`src/rtl/fall_pulse_if.sv`:
```
// fall_pulse_if
//   Bundles the request strobe and line/status outputs of the falling-edge
//   pulse transmitter.
//   Ports (through modports):
//     req      : one-cycle request strobe into the transmitter
//     sig_out  : idle-high line, pulsed low once per request
//     busy     : transmitter is not idle
//     pend_cnt : number of queued requests waiting for a pulse slot
//     req_drop : one-cycle flag, a request was lost at saturation
//   slave  = transmitter side, master = requester side.
interface fall_pulse_if #(
  parameter int PEND_W = 4
);
  logic              req;
  logic              sig_out;
  logic              busy;
  logic [PEND_W-1:0] pend_cnt;
  logic              req_drop;

  modport master (
    output req,
    input  sig_out,
    input  busy,
    input  pend_cnt,
    input  req_drop
  );

  modport slave (
    input  req,
    output sig_out,
    output busy,
    output pend_cnt,
    output req_drop
  );
endinterface

```
`src/rtl/fall_pulse_tx.sv`:
```
// fall_pulse_tx
//   Turns single-cycle request strobes into minimum-width active-low pulses
//   on an idle-high line so that a receiver in another clock domain can
//   double-flop the line and see every falling edge exactly once. Requests
//   arriving while a pulse (or its trailing gap) is in flight are queued in
//   a saturating counter and replayed back to back.
//   Ports:
//     clk        : clock, all state on the rising edge
//     rst        : synchronous active-high reset
//     bus.req    : request strobe (one request per high cycle)
//     bus.sig_out: registered line output, low for LOW_CYCLES per request
//     bus.busy   : state is not IDLE
//     bus.pend_cnt: queued requests (registered)
//     bus.req_drop: high the cycle after a request was discarded
module fall_pulse_tx #(
  parameter int LOW_CYCLES = 4,
  parameter int GAP_CYCLES = 4,
  parameter int PEND_W     = 4
) (
  input  logic         clk,
  input  logic         rst,
  fall_pulse_if.slave  bus
);

  localparam int MAX_CYC = (LOW_CYCLES > GAP_CYCLES) ? LOW_CYCLES : GAP_CYCLES;
  localparam int CNT_W   = (MAX_CYC > 1) ? $clog2(MAX_CYC) : 1;

  localparam logic [CNT_W-1:0]  LOW_LOAD = CNT_W'(LOW_CYCLES - 1);
  localparam logic [CNT_W-1:0]  GAP_LOAD = CNT_W'(GAP_CYCLES - 1);
  localparam logic [PEND_W-1:0] PEND_MAX = '1;

  typedef enum logic [1:0] {
    IDLE = 2'd0,
    LOW  = 2'd1,
    GAP  = 2'd2
  } state_t;

  state_t            state_q, state_d;
  logic [CNT_W-1:0]  cnt_q, cnt_d;
  logic [PEND_W-1:0] pend_q, pend_d;
  logic              drop_q, drop_d;
  logic              sig_q;
  logic              last_cyc;
  logic              inc, dec;

  // Saturating pending-counter update. Returns {dropped, next_count}.
  // A request that coincides with a dequeue is absorbed by it, so it can
  // never be dropped even when the counter is full.
  function automatic logic [PEND_W:0] pend_next(
    input logic [PEND_W-1:0] cur,
    input logic              up,
    input logic              down
  );
    logic [PEND_W:0] r;
    r = {1'b0, cur};
    if (up && !down) begin
      if (cur == PEND_MAX) r = {1'b1, cur};
      else                 r = {1'b0, cur + 1'b1};
    end else if (!up && down) begin
      r = {1'b0, cur - 1'b1};
    end
    return r;
  endfunction

  assign last_cyc = (cnt_q == '0);

  // Requests seen while a pulse or gap is running are queued. At the end of
  // the gap one queued request is consumed; a request landing on that very
  // cycle with an empty queue is counted and consumed at once, which chains
  // straight into the next LOW without an IDLE cycle.
  assign inc = bus.req && (state_q != IDLE);
  assign dec = (state_q == GAP) && last_cyc && ((pend_q != '0) || bus.req);

  always_comb begin
    state_d = state_q;
    cnt_d   = last_cyc ? cnt_q : cnt_q - 1'b1;
    {drop_d, pend_d} = pend_next(pend_q, inc, dec);
    case (state_q)
      IDLE: begin
        cnt_d = '0;
        if (bus.req) begin
          state_d = LOW;
          cnt_d   = LOW_LOAD;
        end
      end
      LOW: begin
        if (last_cyc) begin
          state_d = GAP;
          cnt_d   = GAP_LOAD;
        end
      end
      GAP: begin
        if (last_cyc) begin
          if (dec) begin
            state_d = LOW;
            cnt_d   = LOW_LOAD;
          end else begin
            state_d = IDLE;
            cnt_d   = '0;
          end
        end
      end
      default: begin
        state_d = IDLE;
        cnt_d   = '0;
      end
    endcase
  end

  // State register; the line is its own flop decoded from the next state so
  // nothing combinational sits between req and the pin.
  always_ff @(posedge clk) begin
    if (rst) begin
      state_q <= IDLE;
      cnt_q   <= '0;
      pend_q  <= '0;
      drop_q  <= 1'b0;
      sig_q   <= 1'b1;
    end else begin
      state_q <= state_d;
      cnt_q   <= cnt_d;
      pend_q  <= pend_d;
      drop_q  <= drop_d;
      sig_q   <= (state_d != LOW);
    end
  end

  assign bus.sig_out  = sig_q;
  assign bus.busy     = (state_q != IDLE);
  assign bus.pend_cnt = pend_q;
  assign bus.req_drop = drop_q;

endmodule
```
`src/flat_wrapper.sv`:
```
// flat-port wrapper written by rule: the top's interface ports become plain ports
module fall_pulse_tx_flat 
#(
  parameter int LOW_CYCLES = 4,
  parameter int GAP_CYCLES = 4,
  parameter int PEND_W     = 4
)
  (clk, rst, bus_req, bus_sig_out, bus_busy, bus_pend_cnt, bus_req_drop);
  fall_pulse_if #(.PEND_W(PEND_W)) bus_i ();
  input  logic clk;
  input  logic rst;
  input wire logic [$bits(bus_i.req)-1:0] bus_req;
  output wire logic [$bits(bus_i.sig_out)-1:0] bus_sig_out;
  output wire logic [$bits(bus_i.busy)-1:0] bus_busy;
  output wire logic [$bits(bus_i.pend_cnt)-1:0] bus_pend_cnt;
  output wire logic [$bits(bus_i.req_drop)-1:0] bus_req_drop;
  assign bus_i.req = bus_req;
  assign bus_sig_out = bus_i.sig_out;
  assign bus_busy = bus_i.busy;
  assign bus_pend_cnt = bus_i.pend_cnt;
  assign bus_req_drop = bus_i.req_drop;
  fall_pulse_tx #(.LOW_CYCLES(LOW_CYCLES), .GAP_CYCLES(GAP_CYCLES), .PEND_W(PEND_W)) u_core (.clk(clk), .rst(rst), .bus(bus_i));
endmodule
```
`config.mk`:
```
export PLATFORM = sky130hd
export DESIGN_NAME = fall_pulse_tx_flat
export DESIGN_NICKNAME = d
export VERILOG_FILES = /design/src/rtl/fall_pulse_if.sv /design/src/rtl/fall_pulse_tx.sv /design/src/flat_wrapper.sv
export SDC_FILE = /design/constraint.sdc
export NUM_CORES = 1
export LEC_CHECK = 0
export CORE_MARGIN = 10
export CORE_UTILIZATION = 40
export DETAILED_ROUTE_END_ITERATION = 12
export HOLD_SLACK_MARGIN = 0.02
export PLACE_DENSITY = 0.66
export SKIP_LAST_GASP = 1
export SLEW_MARGIN = 15
export SYNTH_ARGS = -nofsm -noshare
export SYNTH_HDL_FRONTEND = slang
export SYNTH_SLANG_ARGS = --single-unit
```
`constraint.sdc`:
```
create_clock -name clk -period 2 [get_ports clk]
set_input_delay 0.3 -clock clk [delete_from_list [all_inputs] [get_ports clk]]
set_output_delay 0.3 -clock clk [all_outputs]
set_load 0.005 [all_outputs]
```
==> metrics.log, run 1 <==
INFO  metric status = finished clean
INFO  metric port_buffers = 9
INFO  metric synth_async_sr_flop_share = 0%
INFO  metric cp_slowest_cell = sky130_fd_sc_hd__or3_1
INFO  metric synth.top_cells.by_count = sky130_fd_sc_hd__dfxtp_1, sky130_fd_sc_hd__nor2_1, sky130_fd_sc_hd__ha_1, sky130_fd_sc_hd__inv_1, sky130_fd_sc_hd__a21oi_1
INFO  metric fp.dieArea = 0.00350 sq mm
INFO  metric critPathMaxStageDelay = 0.36 ns
INFO  metric initial_utilization = 41.8%
INFO  metric syn_nets = 78
INFO  metric yosysUniqueCellTypes = 31
INFO  metric synth_mux_area_share = 7.13%
INFO  metric core-area = 0.00147 sq mm
INFO  metric global_route_wire_length_before_repair = 2.08 mm
INFO  metric ctsLongestPathBuffers = 2
INFO  metric hold_buffers = 0
INFO  metric critPathLaunchType = flop
INFO  metric detailed_place_hpwl = 982 um
INFO  metric dpl_cell_area = 751 sq um
INFO  metric numCtsBuffers = 3
INFO  metric postCtsResizedCells = 0
INFO  metric synth_top_family_by_area = simple AND/OR/NAND/NOR gates
INFO  metric grt_start_max_net_pins = 11
INFO  metric ioPinCount = 10
INFO  metric p_per_area = 815 mW/mm^2
INFO  metric cts_root_buffer = sky130_fd_sc_hd__clkbuf_4
INFO  metric synthSimpleGateAreaFrac = 25.7%
INFO  metric use_met2 = 13.5%
INFO  metric detail_route.first_pass.iterations = 4
INFO  metric cts.clk_slew.worst_paths = 0.07 ns
INFO  metric setup_fix_buffers_added_after_clock_tree_synthesis = 0
INFO  metric cp_cell_sequence = inv_1 > ha_1 > nor4b_2 > nor3_4 > mux2i_4 > or3_1 > a21oi_1
INFO  metric final_layout_size_suffix_gt1_share = 18.6%
INFO  metric via_count = 526
INFO  metric grt.overflow.total = 0
INFO  metric synth-adder-area-share = 10.2%
INFO  metric preCtsSetupSlack = 0.00265 ns
INFO  metric critPathMaxFanout = 5
INFO  metric grtUsageMet1 = 6.68%
INFO  metric synthMostInstantiatedCell = sky130_fd_sc_hd__dfxtp_1
INFO  metric synth.avg_cell_area = 8.78 sq um
INFO  metric post-synth-top-area-cell = sky130_fd_sc_hd__dfxtp_1
INFO  metric netlist_top_cells_area = sky130_fd_sc_hd__dfxtp_1, sky130_fd_sc_hd__ha_1, sky130_fd_sc_hd__mux2i_1
INFO  metric area.growth.synth_to_final = 29.7%
INFO  metric routed_wl = 1.23 mm
INFO  metric rsz0062_at_grt = false
INFO  metric fin_hold_ws = 0.571 ns
INFO  metric end_kind = flop
INFO  metric ys.flop_type = sky130_fd_sc_hd__dfxtp_1
INFO  metric yosysTopAreaCellShare = 32.6%
INFO  metric viasPerCell = 5.16
INFO  metric yosys_warnings = 0
INFO  metric route.detailed.wl_per_inst = 12.1 um
INFO  metric p_leak = 0.333 nW
INFO  metric fp.dieH = 59.2 um
INFO  metric clock_tree_from_tritoncts = built
INFO  metric synth-compound-area-share = 13.2%
INFO  metric worst_setup_sp = u_core.bus.pend_cnt[0]
INFO  metric ant_nets = 0
INFO  metric synthesis.area = 614 sq um
INFO  metric ys_seq_area_share = 32.6%
INFO  metric totalPowerFinal = 649 uW
INFO  metric top_usage_layer = met2
INFO  metric core.rowCount = 14
INFO  metric hp-class = reg -> reg
INFO  metric drt_iter0_drc = 5
INFO  metric postLayoutSetupSlackWorst = 0.201 ns
INFO  metric synth_edf_count = 0
INFO  metric antenna-diode-count = 0
INFO  metric hold_start = u_core.bus.pend_cnt[2]
INFO  metric clock_sinks = 10
INFO  metric ys_ff_latch = 10
INFO  metric synth-xor-area-share = 5.70%
INFO  metric die_w = 59.2 um
INFO  metric finalSetupTns = 0 ns
INFO  metric groute.usage.overall = 7.55%
INFO  metric vias_in_the_first_global_route = 527
INFO  metric syn-instance-count = 70
INFO  metric timing_max_transition_violations_final = 0
INFO  metric final_hold_viol_count = 0
INFO  metric final_net_count = 95
INFO  metric min_period = 1.80 ns
INFO  metric maximum_frequency_from_static_timing_analysis = 0.556 GHz
INFO  metric min_period_over_period = 89.9%
INFO  metric worstSkewPairLatency = 0.27 ns
INFO  metric timing.max_slew.rel_slack = 74.0%
INFO  metric cp.required = 2.19 ns
INFO  metric drc = 0
INFO  metric max_cap_violations = 0
INFO  metric timing.clock.skew = 0.00346 ns
INFO  metric critical_path_class = reg -> reg
INFO  metric antenna_violations_before_repair = 0
INFO  metric irDropWorstVdd = 0.603 mV
INFO  metric cts_htree_levels = 1
INFO  metric worst_endpoint_data_arrival_time = 1.99 ns
INFO  metric met3_usage = 4.51%
INFO  metric setup_violations = 0
INFO  metric layout.cell_area.non_filler = 797 sq um
INFO  metric r2r_start = u_core.bus.pend_cnt[0]
INFO  metric worst_pin_slew = 0.389 ns
INFO  metric gp_routability_congestion = 0.831
## flip-flops by register name, indices dropped and copies added (netlist names)
signal	flops
u_core.bus.req_drop	1
u_core.cnt_q	2
u_core.bus.pend_cnt	4
u_core.state_q	2
u_core.bus.sig_out	1
## path summary, 6_finish.rpt
check | depth (start not counted) | slack, ns | end
setup / recovery | 7 | 0.20 | u_core.bus.pend_cnt[2]
hold / removal | 2 | 0.57 | u_core.bus.req_drop
setup reg to reg | 7 | 0.20 | u_core.bus.pend_cnt[2]
hold reg to reg | 2 | 0.57 | u_core.bus.req_drop
## cells in the final DEF, fill, tap and decap left out, types with 2 or more instances in the layout
| cell | synthesis | routed |
|---|---|---|
| sky130_fd_sc_hd__nand2_1 | 3 | 3 |
| sky130_fd_sc_hd__clkbuf_4 | 0 | 3 |
| sky130_fd_sc_hd__a211oi_1 | 2 | 2 |
| sky130_fd_sc_hd__mux2i_1 | 3 | 3 |
| sky130_fd_sc_hd__ha_1 | 5 | 5 |
| sky130_fd_sc_hd__buf_4 | 1 | 5 |
| sky130_fd_sc_hd__a21oi_1 | 4 | 4 |
| sky130_fd_sc_hd__inv_1 | 5 | 5 |
| sky130_fd_sc_hd__dfxtp_1 | 10 | 9 |
| sky130_fd_sc_hd__o21ai_1 | 2 | 2 |
| sky130_fd_sc_hd__nor2_1 | 8 | 8 |
| sky130_fd_sc_hd__nand3_1 | 2 | 2 |
| sky130_fd_sc_hd__clkdlybuf4s50_1 | 0 | 9 |
| sky130_fd_sc_hd__xnor2_1 | 2 | 2 |
| sky130_fd_sc_hd__xor2_1 | 2 | 2 |
| sky130_fd_sc_hd__nor2b_1 | 3 | 3 |
| sky130_fd_sc_hd__nor3_1 | 2 | 2 |
## power breakdown
part | total [mW] | switching [mW] | internal, mW | leakage, nW
registers | 0.251 | 0.0277 | 0.223 | 0.0825
logic | 0.215 | 0.0988 | 0.116 | 0.229
clock network | 0.183 | 0.0726 | 0.111 | 0.0210
total | 0.649 | 0.199 | 0.450 | 0.333
## cell type report
class | count | area [sq um]
clock buffers | 4 | 36.3
fillers | 150 | 674
inverters | 6 | 22.5
multi-input cells | 52 | 389
flip-flops and latches | 10 | 201
well taps | 16 | 20.0
repair buffers | 14 | 128
## cell families (layout without fill, tap and decap cells)
logic type,Yosys count,in the layout
flip-flops,10,10
AO/OA/AOI/OAI,13,13
AND/OR/NAND/NOR,26,26
buffers and inverters,8,24
XOR/XNOR,4,4
multiplexers,4,4
adder cells (fa/ha/maj),5,5
## stage by stage
stage               instances  utilization, %
floorplan                  70               -
global placement           98            51.0
detailed placement         98            51.0
CTS                       102            53.5
global route              102            54.2
finish                    102            54.2
## metal layers
metal / routed length, um / up-vias / part of all wire [%]
met3: 97 / 2 / 7.9
li1: - / 271 / -
met1: 493 / 244 / 40
met4: 12 / 0 / 0.97
met2: 630 / 9 / 51
met5: 0 / - / 0
## worst max-delay path: cells and delay by family (launching register included)
family          cells  cell delay (ns)
compound gates      1             0.13
fa+ha+maj           1             0.15
buf+inv             1             0.11
flops               1             0.34
mux                 1             0.21
simple gates        3             0.79
Power figures use the tool's default switching activity.
==> run 2, diff against run 1 <==
Settings changed: CORE_UTILIZATION 40 to 45, PLACE_DENSITY 0.66 to 0.72.
==> run 2 against run 1 <==
  * Global-route usage up 0.52 points
  * Clock skew up 0.0053 ns
  * Sequential power about the same
  * Sequential cell count unchanged
  * Fmax down 0.49%
  * Sequential share of layout area up 0.41 points
  * Critical path depth unchanged
==> metrics.log, run 2 (synthesis results as in run 1) <==
INFO  metric status = finished clean
INFO  metric drt_iter0_drc = 9 (+4)
INFO  metric clock_tree_from_tritoncts = built
INFO  metric die_w = 57.0 um (-3.8%)
INFO  metric cp.required = 2.19 ns (about the same)
INFO  metric timing.max_slew.rel_slack = 71.2% (-2.8 points)
INFO  metric min_period_over_period = 90.4% (+0.44 points)
INFO  metric critPathLaunchType = flop
INFO  metric fillerInstances = 129 (-14%)
INFO  metric cts_root_buffer = sky130_fd_sc_hd__clkbuf_4
INFO  metric initial_utilization = 47.2% (+5.5 points)
INFO  metric ioPinCount = 10 (unchanged)
INFO  metric min_period = 1.81 ns (+0.00877 ns)
INFO  metric cp_slowest_cell = sky130_fd_sc_hd__nor4b_2
INFO  metric hp-class = reg -> reg
INFO  metric rsz0062_at_grt = false
INFO  metric ctsLongestPathBuffers = 2 (unchanged)
INFO  metric critical_path_class = reg -> reg
INFO  metric route.detailed.wl_per_inst = 12.2 um (+1.2%)
INFO  metric reg2reg_setup_slack = 0.19 ns (about the same)
INFO  metric fin_hold_ws = 0.573 ns (+0.00134 ns)
INFO  metric groute.usage.overall = 8.07% (+0.52 points)
INFO  metric p_per_area = 770 mW/mm^2 (-5.5%)
INFO  metric global_route_wire_length_before_repair = 2.15 mm (+3.7%)
INFO  metric postCtsResizedCells = 0 (unchanged)
INFO  metric r2r_start = u_core.bus.pend_cnt[0]
INFO  metric critPathMaxStageDelay = 0.37 ns (about the same)
INFO  metric antenna_violations_before_repair = 0 (unchanged)
INFO  metric grt_start_max_net_pins = 11 (unchanged)
INFO  metric cp_cell_sequence = inv_1 > ha_1 > nor4b_2 > nor3_4 > mux2i_2 > or3_1 > a21oi_1
INFO  metric final_hold_viol_count = 0 (unchanged)
INFO  metric fp.dieH = 57.0 um (-3.8%)
INFO  metric final_common_cell = sky130_fd_sc_hd__dfxtp_1
INFO  metric setup_fix_buffers_added_after_clock_tree_synthesis = 0 (unchanged)
INFO  metric mostFrequentLayoutCells = sky130_fd_sc_hd__dfxtp_1, sky130_fd_sc_hd__clkdlybuf4s50_1, sky130_fd_sc_hd__nor2_1
INFO  metric largest_register_ffs = 4 (unchanged)
INFO  metric routed_wl = 1.24 mm (+0.16%)
INFO  metric via_count = 515 (-2.1%)
INFO  metric timing.clock.skew = 0.00876 ns (+0.00530 ns)
INFO  metric detail_route.first_pass.iterations = 4 (unchanged)
INFO  metric port_buffers = 9 (unchanged)
INFO  metric end_kind = flop
INFO  metric cts.clk_slew.worst_paths = 0.06 ns (about the same)
INFO  metric timing.reg2reg.worst_path_depth = 7 (unchanged)
INFO  metric worst_hold_path.num_cells = 2 (unchanged)
INFO  metric final_layout_size_suffix_gt1_share = 17.4% (-1.2 points)
INFO  metric drc = 0 (unchanged)
INFO  metric numCtsBuffers = 3 (unchanged)
INFO  metric hold_path_end = u_core.bus.pend_cnt[3]
INFO  metric crit-reg2reg-capture = u_core.bus.pend_cnt[2]
INFO  metric hold_buffers = 0 (unchanged)
INFO  metric grt.overflow.total = 0 (unchanged)
INFO  metric max_cap_violations = 0 (unchanged)
INFO  metric area.growth.synth_to_final = 26.9%
INFO  metric clock_sinks = 10 (unchanged)
INFO  metric core-area = 0.00130 sq mm (-12%)
INFO  metric setup_violations = 0 (unchanged)
INFO  metric maximum_frequency_from_static_timing_analysis = 0.553 GHz (-0.49%)
INFO  metric worst_endpoint_data_arrival_time = 2.00 ns (about the same)
INFO  metric final_net_count = 96 (+1.1%)
INFO  metric dpl_cell_area = 757 sq um (+0.83%)
INFO  metric irDropWorstVdd = 0.551 mV (-8.6%)
INFO  metric critPathMaxFanout = 4 (-1)
INFO  metric hold_start = u_core.bus.pend_cnt[3]
INFO  metric ant_nets = 0 (unchanged)
INFO  metric gp_routability_congestion = 0.753 (-9.4%)
INFO  metric fp.dieArea = 0.00324 sq mm (-7.4%)
INFO  metric timing_max_transition_violations_final = 0 (unchanged)
INFO  metric antenna-diode-count = 0 (unchanged)
INFO  metric p_leak = 0.328 nW (-1.4%)
INFO  metric worst_pin_slew = 0.430 ns (+0.0416 ns)
INFO  metric layout.cell_area.non_filler = 779 sq um (-2.2%)
INFO  metric viasPerCell = 5.10 (-1.1%)
INFO  metric detailed_place_hpwl = 970 um (-1.3%)
INFO  metric core.rowCount = 13 (-1)
INFO  metric vias_in_the_first_global_route = 492 (-6.6%)
INFO  metric cts_htree_levels = 1 (unchanged)
INFO  metric worstSkewPairLatency = 0.26 ns (about the same)
run 2: cell types whose count changed in the layout (fill, tap and decap cells not counted):
cell and change:
sky130_fd_sc_hd__dfxtp_2 -1, sky130_fd_sc_hd__dfxtp_1 +1, sky130_fd_sc_hd__clkbuf_8 -1, sky130_fd_sc_hd__mux2i_2 +1, sky130_fd_sc_hd__buf_4 +1, sky130_fd_sc_hd__mux2i_4 -1
run 2: final cells by class:
cell class | instances | area (sq um) | area share [%]
Clock buffer | 3 | 22.5 | 2.89
Tap cell | 15 | 18.8 | 2.41
Multi-Input combinational cell | 52 | 380 | 48.8
Sequential cell | 10 | 200 | 25.7
Inverter | 6 | 22.5 | 2.89
Timing Repair Buffer | 15 | 135 | 17.3
run 2: how the worst max path moves through the flow:
stage | startpoint | depth (start not counted) | slack, ns | endpoint
after CTS | u_core.bus.pend_cnt[0] | 7 | 0.18 | u_core.bus.pend_cnt[2]
after floorplan | u_core.bus.pend_cnt[0] | 7 | 0.21 | u_core.bus.pend_cnt[1]
after global routing | u_core.bus.pend_cnt[0] | 7 | 0.08 | u_core.bus.pend_cnt[2]
final | u_core.bus.pend_cnt[0] | 7 | 0.19 | u_core.bus.pend_cnt[2]
after global placement | bus_req | 6 | 0.07 | u_core.bus.pend_cnt[2]
after detailed placement | bus_req | 6 | -0.002 | u_core.bus.pend_cnt[2]
run 2: power by group:
part	switching (mW)	internal, mW
clock network	0.0628	0.0692
registers	0.0254	0.223
logic	0.102	0.118
run 2: worst max-delay path: cells and delay by family (launching register included):
family                   cells  cell delay, ns
multiplexers                 1            0.19
adder cells (fa/ha/maj)      1            0.16
AND/OR/NAND/NOR              3            0.82
AO/OA/AOI/OAI                1            0.15
flip-flops                   1            0.31
buffers and inverters        1            0.10
run 2: metal layers:
| metal | vias to the layer above | GRT usage, % | wire length [um] |
|---|---|---|---|
| met1 | 231 | 8.89 | 584 |
| met5 | - | 0 | 0 |
| met4 | 0 | 2.01 | 10 |
| met2 | 10 | 12.9 | 567 |
| met3 | 2 | 4.87 | 72 |
| li1 | 272 | - | - |
run 2: metrics by stage:
step / power, mW / util, % / instances / setup TNS [ns] / setup WS (ns)
finish: 0.600 / 59.9 / 101 / 0 / 0.192
global placement: 0.471 / 58.2 / 98 / 0 / 0.0678
CTS: 0.610 / 59.9 / 101 / 0 / 0.184
floorplan: 0.392 / - / 70 / 0 / 0.212
detailed placement: 0.473 / 58.2 / 98 / -0.00222 / -0.00222
global route: 0.648 / 59.9 / 101 / 0 / 0.0838
